===== src/rtl/seq_mult_6x6_pkg.sv =====
// Shared definitions for the sequential 6x6 multiplier: widths, FSM
// encoding and the slice-selection / alignment helpers.
package seq_mult_6x6_pkg;

    // Operand width, fixed by the 6x2 array multiplier.
    localparam int OPW    = 6;
    // Bits of the multiplier operand consumed per cycle.
    localparam int SLICE  = 2;
    // Slices per operation.
    localparam int NSLICE = OPW / SLICE;
    // Width of one partial product (6x2 -> 8 bits).
    localparam int PPW    = OPW + SLICE;
    // Accumulator / product width; 63*63 = 3969 always fits.
    localparam int ACCW   = 2 * OPW;
    // Width of the slice counter.
    localparam int KW     = 2;

    // Index of the final slice; reaching it closes the operation.
    localparam logic [KW-1:0] K_LAST = 2'd2;

    // Controller states. The unused code 2'b11 falls back to IDLE.
    typedef enum logic [1:0] {
        IDLE = 2'b00,
        CALC = 2'b01,
        DONE = 2'b10
    } state_e;

    // Pick the 2-bit slice of the multiplier addressed by the counter.
    function automatic logic [SLICE-1:0] slice_sel(
        input logic [OPW-1:0] b,
        input logic [KW-1:0]  k
    );
        logic [SLICE-1:0] s;
        case (k)
            2'd0:    s = b[1:0];
            2'd1:    s = b[3:2];
            2'd2:    s = b[5:4];
            default: s = 2'b00;
        endcase
        return s;
    endfunction

    // Place a partial product at bit position 2k inside the accumulator.
    function automatic logic [ACCW-1:0] align_pp(
        input logic [PPW-1:0] pp,
        input logic [KW-1:0]  k
    );
        logic [ACCW-1:0] r;
        case (k)
            2'd0:    r = {4'b0000, pp};
            2'd1:    r = {2'b00, pp, 2'b00};
            2'd2:    r = {pp, 4'b0000};
            default: r = 12'h000;
        endcase
        return r;
    endfunction

endpackage : seq_mult_6x6_pkg


===== src/rtl/seq_mult_6x6_multiplier.sv =====
// Combinational 6x2 unsigned array multiplier. Two AND rows (one per
// multiplier bit) are shifted and summed into an 8-bit partial product.
module seq_mult_6x6_multiplier
    import seq_mult_6x6_pkg::*;
(
    input  logic [OPW-1:0]   a_i,
    input  logic [SLICE-1:0] b_i,
    output logic [PPW-1:0]   pp_o
);

    logic [PPW-1:0] row0_s;
    logic [PPW-1:0] row1_s;

    // Form the two AND rows and add them; max 63*3 = 189 fits in 8 bits.
    always_comb begin
        row0_s = {2'b00, (a_i & {OPW{b_i[0]}})};
        row1_s = {1'b0, (a_i & {OPW{b_i[1]}}), 1'b0};
        pp_o   = row0_s + row1_s;
    end

endmodule : seq_mult_6x6_multiplier


===== src/rtl/seq_mult_6x6.sv =====
// Sequential 6x6 unsigned multiplier. Operands are captured on an accepted
// start; one 2-bit slice of in2 per cycle goes through the 6x2 array and
// the shifted partial product is added into a 12-bit accumulator. After the
// third slice the sum is loaded into product and done pulses for one cycle.
// A start seen in the DONE cycle is accepted immediately (back-to-back),
// giving one result every four cycles.
module seq_mult_6x6
    import seq_mult_6x6_pkg::*;
(
    input  logic            clk,
    input  logic            rst,
    input  logic            start,
    input  logic [OPW-1:0]  in1,
    input  logic [OPW-1:0]  in2,
    output logic            busy,
    output logic            done,
    output logic [ACCW-1:0] product
);

    state_e           state_q,   state_d;
    logic [OPW-1:0]   a_q,       a_d;
    logic [OPW-1:0]   b_q,       b_d;
    logic [ACCW-1:0]  acc_q,     acc_d;
    logic [KW-1:0]    k_q,       k_d;
    logic [ACCW-1:0]  product_q, product_d;
    logic             busy_q,    busy_d;
    logic             done_q,    done_d;

    logic [SLICE-1:0] slice_s;
    logic [PPW-1:0]   pp_s;
    logic [ACCW-1:0]  acc_sum_s;

    // Select the multiplier slice addressed by the counter for the array.
    always_comb begin
        slice_s = slice_sel(b_q, k_q);
    end

    seq_mult_6x6_multiplier u_mult (
        .a_i  (a_q),
        .b_i  (slice_s),
        .pp_o (pp_s)
    );

    // Running sum including this cycle's aligned partial product.
    always_comb begin
        acc_sum_s = acc_q + align_pp(pp_s, k_q);
    end

    // Next-state, datapath updates and registered output flags.
    always_comb begin
        state_d   = state_q;
        a_d       = a_q;
        b_d       = b_q;
        acc_d     = acc_q;
        k_d       = k_q;
        product_d = product_q;

        case (state_q)
            IDLE: begin
                if (start) begin
                    a_d     = in1;
                    b_d     = in2;
                    acc_d   = 12'h000;
                    k_d     = 2'd0;
                    state_d = CALC;
                end else begin
                    state_d = IDLE;
                end
            end
            CALC: begin
                // start is deliberately ignored here; operands stay frozen.
                acc_d = acc_sum_s;
                if (k_q == K_LAST) begin
                    product_d = acc_sum_s;
                    k_d       = 2'd0;
                    state_d   = DONE;
                end else begin
                    k_d       = k_q + 2'd1;
                    state_d   = CALC;
                end
            end
            DONE: begin
                if (start) begin
                    a_d     = in1;
                    b_d     = in2;
                    acc_d   = 12'h000;
                    k_d     = 2'd0;
                    state_d = CALC;
                end else begin
                    state_d = IDLE;
                end
            end
            default: begin
                state_d = IDLE;
                acc_d   = 12'h000;
                k_d     = 2'd0;
            end
        endcase

        busy_d = (state_d == CALC);
        done_d = (state_d == DONE);
    end

    // State and datapath registers; synchronous reset aborts any operation.
    always_ff @(posedge clk) begin
        if (rst) begin
            state_q   <= IDLE;
            a_q       <= 6'd0;
            b_q       <= 6'd0;
            acc_q     <= 12'h000;
            k_q       <= 2'd0;
            product_q <= 12'h000;
            busy_q    <= 1'b0;
            done_q    <= 1'b0;
        end else begin
            state_q   <= state_d;
            a_q       <= a_d;
            b_q       <= b_d;
            acc_q     <= acc_d;
            k_q       <= k_d;
            product_q <= product_d;
            busy_q    <= busy_d;
            done_q    <= done_d;
        end
    end

    assign busy    = busy_q;
    assign done    = done_q;
    assign product = product_q;

endmodule : seq_mult_6x6


===== config.mk =====
export PLATFORM = sky130hd
export DESIGN_NAME = seq_mult_6x6
export DESIGN_NICKNAME = d
export VERILOG_FILES = /design/src/rtl/seq_mult_6x6_pkg.sv /design/src/rtl/seq_mult_6x6_multiplier.sv /design/src/rtl/seq_mult_6x6.sv
export SDC_FILE = /design/constraint.sdc
export NUM_CORES = 1
export LEC_CHECK = 0
export BUFFER_PORTS_ARGS = -buffer_cell sky130_fd_sc_hd__clkbuf_2
export CORE_MARGIN = 3
export CORE_UTILIZATION = 54
export CTS_BUF_LIST = sky130_fd_sc_hd__clkbuf_4 sky130_fd_sc_hd__clkbuf_8
export CTS_CLUSTER_DIAMETER = 120
export CTS_CLUSTER_SIZE = 28
export DETAILED_ROUTE_END_ITERATION = 10
export PLACE_DENSITY = 0.86
export SYNTH_ARGS = -nofsm -noshare
export SYNTH_HDL_FRONTEND = slang
export SYNTH_SLANG_ARGS = --single-unit

===== constraint.sdc =====
create_clock -name clk -period 3.8 [get_ports clk]
set_clock_uncertainty 0.2 [all_clocks]
set_input_delay 0.76 -clock clk [delete_from_list [all_inputs] [get_ports clk]]
set_output_delay 0.76 -clock clk [all_outputs]
set_load 0.02 [all_outputs]

-- Word-level counts from Yosys, hierarchy flattened
Cells that the tools add are included.
Widths: inputs -> output; s select.
- word-level logic and storage cells: 35
- bits in registers: 42
- output and inout bits: 14
- equality and inequality tests: 7
- muxes and demuxes: 10
- add/sub/neg operators: 3
- reductions and logical operators: 5
- bitwise logic cells: 2
- operators by type and width (operator ; count):
    $pmux 12 s3 ; 1
    $pmux 12 s2 ; 1
    $add 12x12->12 ; 1
    $and 6x6->6 ; 2
    $mux 12 ; 1
    $add 6x7->8 ; 1
    $pmux 2 s2 ; 2
    $eq 2x1->1 const B ; 3
    $eq 2x2->1 const B ; 3
    $mux 2 ; 3
    $pmux 2 s3 ; 1
    $logic_not 2->1 ; 2
    $reduce_and 2->1 ; 2
    $add 2x1->2 const B ; 1
    $ne 2x1->1 const B ; 1
    $reduce_or 2->1 ; 1
    $mux 1 ; 1

-- Depth between registers and ports, before layout
Gate-level depths: netlist (run 1).
- word-level depth: 7
- depth in mapped cells: 21

-- Modules after synthesis
From an unflattened synthesis (run 1), not the netlist that was laid out.
- cells, all modules: 303
- area, all modules: 2519.9 um^2
- modules (own cells, without submodules) (module ; area an instance (um^2) ; instances ; sequential area each (um^2) ; cells an instance):
    seq_mult_6x6 ; 2245.9 ; 1 ; 840.8 ; 265
    seq_mult_6x6_multiplier ; 274.0 ; 1 ; 0.0 ; 38

-- Worst setup path after synthesis (run 1)
No wires, ideal clock.
- kind: register to register
- start point: register k_q[1]
- end point: register product_q[11], in the netlist product[11]
- library setup time: 130 ps
- clock period less this slack: 3906 ps
- required time: 3470 ps
- setup slack: -106 ps
- data arrival time: 3576 ps
- stages on the path, launching flop included: 22
- buffers on the path: 3
- path through: dfxtp_1 -> buf_4 -> clkbuf_1 -> o22ai_1 -> and2_1 -> ha_1 -> inv_1 -> fa_1 -> nor2b_4 -> o31a_1 -> nor2_1 -> nor3_1 -> nor2_1 -> o21ai_0 -> ha_1 -> buf_2 -> nand2_1 -> o21ai_1 -> a21o_1 -> a221oi_2 -> xnor2_1 -> a211oi_2
- word-level cells in the longest chain between the ends: 6
- ends and longest elaborated chain (element ; RTL line ; text):
    start: declaration ; seq_mult_6x6.sv:24 ; logic [KW-1:0] k_q, k_d;
    start signal: assignment ; seq_mult_6x6.sv:120 ; k_q <= k_d;
    $eq 2x2->1, or another cell as far along ; seq_mult_6x6_pkg.sv:34, seq_mult_6x6_pkg.sv:49, seq_mult_6x6.sv:73 ;
    $pmux 2 s3 ; seq_mult_6x6_pkg.sv:34 ; case (k)
    $and 6x6->6 (on tied branches) ; seq_mult_6x6_multiplier.sv:16, seq_mult_6x6_multiplier.sv:17 ;
    $add 6x7->8 ; seq_mult_6x6_multiplier.sv:18 ; pp_o = row0_s + row1_s;
    $pmux 12 s3 ; seq_mult_6x6_pkg.sv:49 ; case (k)
    $add 12x12->12 ; seq_mult_6x6.sv:46 ; acc_sum_s = acc_q + align_pp(pp_s, k_q);
    end signal: assignment ; seq_mult_6x6.sv:121 ; product_q <= product_d;
    end: declaration ; seq_mult_6x6.sv:25 ; logic [ACCW-1:0] product_q, product_d;
Parallel ways exist; a longest one is shown, timed or not.
A chain may end at the register's enable or synchronous reset.

-- Worst setup path after layout (run 1)
Same ends and word-level chain as after synthesis.

==> results of run 1 <==
-- stage by stage --
step,utilization,power (mW)
3_3_place_gp,0.655,0.562
3_5_place_dp,0.655,0.565
4_1_cts,0.716,0.878
5_1_grt,0.767,0.921
2_1_floorplan,-,0.531
6_report,0.767,0.895
-- how the worst max path moves through the flow --
stage                              startpoint                       end  slack, ns  cells past startpoint
after global routing      k_q[1]$_SDFFE_PP0P_  product[11]$_SDFFE_PP0P_      -0.34                     18
after global placement    k_q[1]$_SDFFE_PP0P_  product[11]$_SDFFE_PP0P_      -0.05                     17
after floorplan           k_q[1]$_SDFFE_PP0P_  product[11]$_SDFFE_PP0P_      0.004                     21
after CTS                 k_q[1]$_SDFFE_PP0P_  product[11]$_SDFFE_PP0P_      -0.02                     19
after detailed placement  k_q[1]$_SDFFE_PP0P_  product[11]$_SDFFE_PP0P_      -0.19                     17
final                     k_q[1]$_SDFFE_PP0P_  product[11]$_SDFFE_PP0P_      -0.26                     18
-- cell usage after synthesis (2+ instances only) --
master    instances  share of area
a21o_1            3         0.0094
a21oi_1          33          0.069
a22oi_1           7          0.022
a31oi_1           6          0.016
and2_1           11          0.029
buf_2             3         0.0062
clkbuf_1         11          0.017
dfxtp_1          42           0.35
fa_1              2          0.017
ha_1             16          0.083
inv_1             7          0.011
mux2i_1           2         0.0083
nand2_1          54          0.084
nand2b_1          6          0.016
nand3_1           2         0.0042
nand3b_1          8          0.025
nor2_1           34          0.053
nor2b_1           5          0.013
nor3_1            3         0.0062
o21a_1            2         0.0062
o21ai_0           9          0.019
o21ai_1           2         0.0042
o22ai_1           4          0.010
o311ai_1          2         0.0073
o31a_1            2         0.0073
o31ai_1           2         0.0062
or3_1             3         0.0078
xnor2_1           5          0.018
xor2_1            6          0.022
-- logic make-up after synthesis --
logic type	after synthesis
compound gates	81
fa+ha+maj	18
simple gates	129
mux	2
buf+inv	23
xor+xnor	11
flops	42
-- final cells by class --
| cell class | instances | share of cell area |
|---|---|---|
| repair buffers | 66 | 0.139 |
| multi-input cells | 241 | 0.537 |
| well taps | 50 | 0.0197 |
| clock buffers | 6 | 0.0260 |
| clock inverters | 2 | 0.00394 |
| inverters | 7 | 0.00827 |
| flip-flops and latches | 42 | 0.266 |
-- flip-flops by register name, indices dropped and copies added (netlist names) --
register  cells
acc_q        12
product      12
a_q           6
b_q           6
k_q           2
state_q       2
busy          1
done          1
-- power by group through the flow --
stage               logic (mW)  registers [mW]  clock network, mW
global route             0.124           0.462              0.335
finish                   0.114           0.461              0.320
global placement        0.0923           0.470                  0
CTS                      0.101           0.460              0.317
detailed placement      0.0950           0.470                  0
floorplan               0.0625           0.469                  0
-- metal layers --
metal  wire, um  track usage
met3        442       0.0620
met4        230       0.0861
met1       2880        0.312
met5          0            0
met2       3490        0.405
-- what timing repair did --
item                       in CTS  in global routing
setup endpoints to repair      10                 16
gates resized for setup        26                 33
buffers inserted                8                  8
pin swaps                      25                 25
-- critical path, stage by stage (launching register included) --
cell and delay, ns:
dfxtp_4 0.38, mux2i_2 0.22, o21ai_2 0.10, and2_1 0.19
ha_4 0.17, buf_6 0.10, a21o_1 0.19, a21oi_2 0.20
o21ai_1 0.12, xor2_1 0.17, or3_1 0.36, o211ai_1 0.14
ha_1 0.32, a21oi_2 0.21, o21ai_2 0.10, a21o_1 0.17
a221oi_2 0.31, xnor2_2 0.16, a211oi_2 0.09
==> impl_metrics.ini, run 1 <==
[global_route]
grt_max_degree = 49
grt_pass1_wl_um = 10200
antenna_found_initial = 0
overflow = 0
grt.total_usage = 0.246
first_global_vias = 2240

[routing]
wire_per_inst_um = 17.0
finalWirelength_um = 7040
drtIter0Drc = 199
vias = 2500
viasPerCell = 6.04
drc = 0
drtPass1Iterations = 5
antenna_left = 0

[clocking]
cts_tree = built
hold_buffers = 0
clockRootBuffer = clkbuf_8
worstSkewPairLatency_ns = 0.32
cts_buffer_depth = 2
clkSlewWorstSetupHoldPaths_ns = 0.08
htreeDepth = 2
numCtsBuffers = 5
clock_sinks = 42

[setup_path]
crit_path_end_kind = register
r2r_end = product[11]$_SDFFE_PP0P_
start_kind = register
required_ns = 3.76
worstPathMaxFanout = 4
worst_r2r_path_depth = 18
cp_data_arrival_time_ns = 4.02
r2r_slack_ns = -0.26
crit_type = reg -> reg
r2r_start = k_q[1]$_SDFFE_PP0P_

[place]
dp_hpwl_um = 3940
io_buffers = 28
dp.cells = 390
pre_cts_ws_ns = -0.186
place_congestion = 0.945
place_area_sq_mm = 0.00271

[outcome]
failed_checks = negative setup slack
run_status = finished, violations left

[pwr]
peakVddDrop_uv = 315
power_frac_clock = 0.358
power_frac_comb = 0.128
switching_share = 0.280
switchingPower_mw = 0.251
p_leak_nw = 1.31
p_int_mw = 0.644
seq_power_share = 0.515
powerDensity_mw_per_mm2 = 282

[synthesis]
synth_top_family_by_area = simple AND/OR/NAND/NOR gates
synth-edff-count = 0
synth.distinct_cells = 43
yosysWarnings = 0
yosys.area_share.simple = 0.250
async_reset_ff_frac = 0
synth_fa_ha_area_frac = 0.0998
synth_top_flop_cell = dfxtp_1
synth_cells = 306
synth_seq_area_share = 0.349
synthXorXnorAreaFrac = 0.0400
synth_nets = 339
syn_avg_cell_area_sq_um = 7.86
muxShareOfSynthArea = 0.00832
synth-compound-area-share = 0.214
ys_ff_latch = 42
syn-cell-area_sq_mm = 0.00241

[die]
die_width_um = 72.8
rows = 23
die_h_um = 72.8
io_pins = 29
start_util = 0.581
coreArea_sq_mm = 0.00414
die_area_sq_mm = 0.00529

[finish]
drive_gt1_frac = 0.332
multi_input_area_sq_mm = 0.00171
nets = 396
regArea_sq_um = 846
antenna-diode-count = 0
fillers = 261
fin_cells = 414
fin_area_sq_mm = 0.00318
final_common_cell = nand2_1
final_cell_mix = nand2_1 (53), dfxtp_1 (40), buf_4 (34)
area_delta_synth_final_pct = 32.0

[timing]
slew_headroom = 0.224
post-route-min-period_ns = 4.06
period_share = 1.07
setup_violations = 10
tightest_slew_ns = 1.16
finalSetupTns_ns = -1.18
max_freq_mhz = 247
timing_hold_violations_final = 0
holdWs_ns = 0.262
maxSlewViolCount = 0
worst_slack_ns = -0.256
rsz0062_at_grt = true

[min_path]
min_from = product[3]$_SDFFE_PP0P_
hp-class = reg -> reg
hold_depth = 2
whs_endpoint = product[3]$_SDFFE_PP0P_

[run]
drv_cap = 0
No activity file was read; power rests on OpenSTA's default activity.
==> inputs of run 2 (changes only) <==
--- a/config.mk
+++ b/config.mk
@@ -6,8 +6,11 @@
 export NUM_CORES = 1
 export LEC_CHECK = 0
 export BUFFER_PORTS_ARGS = -buffer_cell sky130_fd_sc_hd__clkbuf_2
-export CORE_MARGIN = 3
-export CORE_UTILIZATION = 54
+export CAP_MARGIN = 5
+export CELL_PAD_IN_SITES_DETAIL_PLACEMENT = 0
+export CELL_PAD_IN_SITES_GLOBAL_PLACEMENT = 1
+export CORE_MARGIN = 5
+export CORE_UTILIZATION = 40
 export CTS_BUF_LIST = sky130_fd_sc_hd__clkbuf_4 sky130_fd_sc_hd__clkbuf_8
 export CTS_CLUSTER_DIAMETER = 120
 export CTS_CLUSTER_SIZE = 28
==> impl_metrics.ini, run 2 (synthesis results as in run 1) <==
[run]
drv_cap = 0

[timing]
maxSlewViolCount = 0
max_freq_mhz = 261
slew_headroom = 0.307
period_share = 1.01
timing_hold_violations_final = 0
worst_slack_ns = -0.0297
post-route-min-period_ns = 3.83
tightest_slew_ns = 1.04
setup_violations = 3
holdWs_ns = 0.252
rsz0062_at_grt = true

[global_route]
grt_max_degree = 49
overflow = 0
antenna_found_initial = 0
grt_pass1_wl_um = 9600
grt.total_usage = 0.156
first_global_vias = 2236

[routing]
finalWirelength_um = 5820
drc = 0
drtPass1Iterations = 4
viasPerCell = 5.22
drtIter0Drc = 107
wire_per_inst_um = 13.4
antenna_left = 0
vias = 2259

[min_path]
hp-class = reg -> reg
min_from = product[8]$_SDFFE_PP0P_

[setup_path]
slowest_delay_ns = 0.39
start_kind = register
r2r_start = k_q[1]$_SDFFE_PP0P_
crit_chain = mux2i_1 > o22ai_2 > and2_1 > ha_2 > buf_6 > a21o_1 > a21oi_2 > o21ai_1 > xor2_1 > buf_4 > o22ai_1 > ha_1 > a21oi_1 > o21ai_2 > a21o_1 > a221oi_2 > xnor2_1 > a211oi_2
cp_slowest_cell = dfxtp_4
cp-startpoint = k_q[1]$_SDFFE_PP0P_
required_ns = 3.75
crit_type = reg -> reg
cpMostUsedCell = a21o_1
cp_data_arrival_time_ns = 3.78
worstPathMaxFanout = 5
crit_path_end_kind = register

[die]
die_width_um = 87.6
rows = 28
coreArea_sq_mm = 0.00589
io_pins = 29
die_area_sq_mm = 0.00767
start_util = 0.409
die_h_um = 87.6

[clocking]
clock_sinks = 42
clockRootBuffer = clkbuf_8
hold_buffers = 0
htreeDepth = 2
clkSlewWorstSetupHoldPaths_ns = 0.08
worstSkewPairLatency_ns = 0.29
numCtsBuffers = 5
cts_buffer_depth = 2
cts_tree = built

[pwr]
seq_power_share = 0.497
powerDensity_mw_per_mm2 = 294
power_frac_clock = 0.391
power_frac_comb = 0.113
switching_share = 0.239
switchingPower_mw = 0.222
peakVddDrop_uv = 175
p_int_mw = 0.705
p_leak_nw = 1.27

[place]
place_congestion = 0.847
dp_hpwl_um = 4130
io_buffers = 28
pre_cts_ws_ns = -0.175

[finish]
drive_gt1_frac = 0.313
final_cell_mix = nand2_1 (52), dfxtp_1 (40), nor2_1 (32)
finish.utilization = 0.536
antenna-diode-count = 0
nets = 391
area_delta_synth_final_pct = 31.1
final_common_cell = nand2_1

[outcome]
failed_checks = negative setup slack
run_status = finished, violations left
-- run 2: cell count changes in the layout (fill, tap and decap cells not counted), sizes merged --
cell / before / now
buf: 38 / 33
bufinv: 0 / 1
clkinv: 1 / 0
clkinvlp: 1 / 0
-- run 2: path summary, 6_finish.rpt --
check / to / slack [ns] / cells past startpoint
worst max-delay path: product[11]$_SDFFE_PP0P_ / -0.03 / 18
worst min-delay path: product[8]$_SDFFE_PP0P_ / 0.25 / 2
worst max register to register: product[11]$_SDFFE_PP0P_ / -0.03 / 18
worst min register to register: product[8]$_SDFFE_PP0P_ / 0.25 / 2
-- run 2: area by class of cell --
| class | instances | area, sq um |
|---|---|---|
| well taps | 75 | 93.8 |
| clock buffers | 6 | 82.6 |
| multi-input cells | 241 | 1680 |
| flip-flops and latches | 42 | 846 |
| clock inverters | 1 | 30.0 |
| repair buffers | 61 | 399 |
| inverters | 7 | 26.3 |
| fillers | 562 | 2730 |
-- run 2: timing repair --
item | 4_1_cts | 5_1_grt
setup endpoints to repair | 12 | 12
gates resized for setup | 11 | 40
buffers inserted | 0 | 4
pin swaps | 5 | 30
-- run 2: metrics by stage --
| step | setup TNS (ns) | power [mW] | cell area (sq um) | cells |
|---|---|---|---|---|
| after detailed placement | -1.22 | 0.569 | 2800 | 422 |
| after floorplan | 0 | 0.531 | 2410 | 306 |
| after global routing | -1.77 | 0.969 | 3150 | 433 |
| final | -0.0736 | 0.927 | 3150 | 433 |
| after global placement | -0.672 | 0.568 | 2800 | 422 |
| after CTS | 0 | 0.936 | 2950 | 429 |
-- run 2: power groups by stage --
stage,Sequential (mW),Combinational [mW],Clock (mW)
2_1_floorplan,0.469,0.0625,0
3_3_place_gp,0.471,0.0971,0
3_5_place_dp,0.471,0.0980,0
4_1_cts,0.460,0.0992,0.376
5_1_grt,0.462,0.116,0.391
6_report,0.460,0.104,0.362
-- run 2: per-layer routing --
layer  up-vias  part of all wire  GRT usage
met5         -                 0          0
met1      1034              0.47      0.199
li1       1163                 -          -
met2        48              0.47      0.259
met4         0             0.026     0.0656
met3        14             0.035     0.0292
-- run 2: worst max-delay path: cells and delay by family (launching register included) --
kind	cells	cell delay, ns
AND/OR/NAND/NOR	1	0.16
AO/OA/AOI/OAI	10	1.65
adder cells (fa/ha/maj)	2	0.49
XOR/XNOR	2	0.33
multiplexers	1	0.22
buffers and inverters	2	0.25
flip-flops	1	0.39
==> inputs of run 3 (changes only) <==
--- a/config.mk
+++ b/config.mk
@@ -9,12 +9,13 @@
 export CAP_MARGIN = 5
 export CELL_PAD_IN_SITES_DETAIL_PLACEMENT = 0
 export CELL_PAD_IN_SITES_GLOBAL_PLACEMENT = 1
-export CORE_MARGIN = 5
+export CORE_MARGIN = 2
 export CORE_UTILIZATION = 40
 export CTS_BUF_LIST = sky130_fd_sc_hd__clkbuf_4 sky130_fd_sc_hd__clkbuf_8
 export CTS_CLUSTER_DIAMETER = 120
 export CTS_CLUSTER_SIZE = 28
 export DETAILED_ROUTE_END_ITERATION = 10
+export GPL_ROUTABILITY_DRIVEN = 0
 export PLACE_DENSITY = 0.86
 export SYNTH_ARGS = -nofsm -noshare
 export SYNTH_HDL_FRONTEND = slang
==> impl_metrics.ini, run 3 (synthesis results as in run 1) <==
[setup_path]
required_ns = 3.75
cp_data_arrival_time_ns = 3.78
worstPathMaxFanout = 4
path_buf_inv = 1
cpMostUsedCell = nor2_1
slowest_delay_ns = 0.38
crit_type = reg -> reg
cpLargestDelayFamily = compound AO/OA/AOI/OAI gates
cp_slowest_cell = fa_2
crit_chain = mux2i_2 > o22ai_2 > and2_4 > ha_4 > inv_2 > fa_2 > nor2b_4 > o31a_1 > nor2_1 > nor3_2 > nor2_1 > o21ai_1 > ha_1 > nand2_2 > o21ai_2 > a21o_1 > a221oi_2 > xnor2_1 > a211oi_2
start_kind = register
crit_path_end_kind = register

[clocking]
numCtsBuffers = 5
cts_tree = built
worstSkewPairLatency_ns = 0.30
cts_buffer_depth = 2
clock_sinks = 42
clkSlewWorstSetupHoldPaths_ns = 0.08
htreeDepth = 2
clockRootBuffer = clkbuf_8
hold_buffers = 0

[die]
die_area_sq_mm = 0.00665
io_pins = 29
die_width_um = 81.6
die_h_um = 81.6
rows = 28
start_util = 0.411
coreArea_sq_mm = 0.00585

[finish]
fin_area_sq_mm = 0.00323
drive_gt1_frac = 0.332
fin_cells = 440
final_common_cell = nand2_1
final_cell_mix = nand2_1 (52), dfxtp_1 (40), buf_4 (37)
antenna-diode-count = 0
nets = 397
area_delta_synth_final_pct = 34.3

[global_route]
antenna_found_initial = 0
first_global_vias = 2169
grt_max_degree = 49
grt.total_usage = 0.191
overflow = 0
grt_pass1_wl_um = 9860

[timing]
period_share = 1.01
tightest_slew_ns = 1.05
max_freq_mhz = 261
post-route-min-period_ns = 3.83
slew_headroom = 0.295
rsz0062_at_grt = true
holdWs_ns = 0.254
maxSlewViolCount = 0
setup_violations = 1
timing_hold_violations_final = 0
worst_slack_ns = -0.0276

[routing]
drtIter0Drc = 124
antenna_left = 0
wl_met2_um = 2880
top_layer = met4
vias = 2265
drtPass1Iterations = 4
wl_met1_um = 2780
met3WireLength_um = 174
drc = 0
wire_per_inst_um = 13.5
viasPerCell = 5.15
finalWirelength_um = 5950

[pwr]
p_leak_nw = 1.32
peakVddDrop_uv = 186
powerDensity_mw_per_mm2 = 290

[place]
io_buffers = 28
dp.cells = 422
place_area_sq_mm = 0.00280
dp_hpwl_um = 4100

[run]
drv_cap = 0

[outcome]
failed_checks = negative setup slack
run_status = finished, violations left

[min_path]
hp-class = reg -> reg
[run 3: cell type report]
type                    count  area [sq um]
multi-input cells         241          1710
repair buffers             67           440
inverters                   7          26.3
fillers                   524          2620
clock buffers               7          83.8
clock inverters             1          30.0
flip-flops and latches     42           846
well taps                  75          93.8
[run 3: routing by layer]
| layer | up-vias | GRT usage |
|---|---|---|
| li1 | 1173 | - |
| met2 | 36 | 0.316 |
| met4 | 0 | 0.0678 |
| met5 | - | 0 |
| met3 | 10 | 0.0385 |
| met1 | 1046 | 0.246 |
[run 3: where the power goes]
group	switching (mW)	internal, mW	leakage, nW
registers	0.00854	0.451	0.342
logic	0.0644	0.0466	0.916
clock network	0.154	0.211	0.0593
total	0.227	0.709	1.32
[run 3: worst paths after layout]
| path | startpoint | slack (ns) | endpoint | cells after the start |
|---|---|---|---|---|
| worst max register to register | k_q[1]$_SDFFE_PP0P_ | -0.03 | product[11]$_SDFFE_PP0P_ | 19 |
| worst min register to register | product[8]$_SDFFE_PP0P_ | 0.25 | product[8]$_SDFFE_PP0P_ | 2 |
| worst max-delay path | k_q[1]$_SDFFE_PP0P_ | -0.03 | product[11]$_SDFFE_PP0P_ | 19 |
| worst min-delay path | product[8]$_SDFFE_PP0P_ | 0.25 | product[8]$_SDFFE_PP0P_ | 2 |
[run 3: repair_timing]
| action | 4_1_cts | 5_1_grt |
|---|---|---|
| endpoints found under the setup margin | 12 | 16 |
| pin swaps | 14 | 37 |
| resized for setup | 15 | 39 |
| cloned | 0 | 0 |
| buffers inserted | 3 | 7 |
[run 3: per-stage QoR]
step           TNS [ns]  total power, mW  setup WS [ns]   util
5_1_grt           -2.16            0.981         -0.294  0.552
2_1_floorplan         0            0.531        0.00424      -
4_1_cts        -0.00905            0.934       -0.00905  0.510
6_report        -0.0276            0.936        -0.0276  0.552
3_5_place_dp      -1.73            0.568         -0.263  0.478
3_3_place_gp     -0.450            0.567        -0.0903  0.478
[run 3: worst register-to-register path: stages (launching register included)]
cell,delay [ns]
dfxtp_4,0.37
mux2i_2,0.15
o22ai_2,0.20
and2_4,0.19
ha_4,0.13
inv_2,0.04
fa_2,0.38
nor2b_4,0.14
o31a_1,0.19
nor2_1,0.08
nor3_2,0.21
nor2_1,0.06
o21ai_1,0.13
ha_1,0.30
nand2_2,0.11
o21ai_2,0.06
a21o_1,0.17
a221oi_2,0.29
xnor2_1,0.19
a211oi_2,0.10
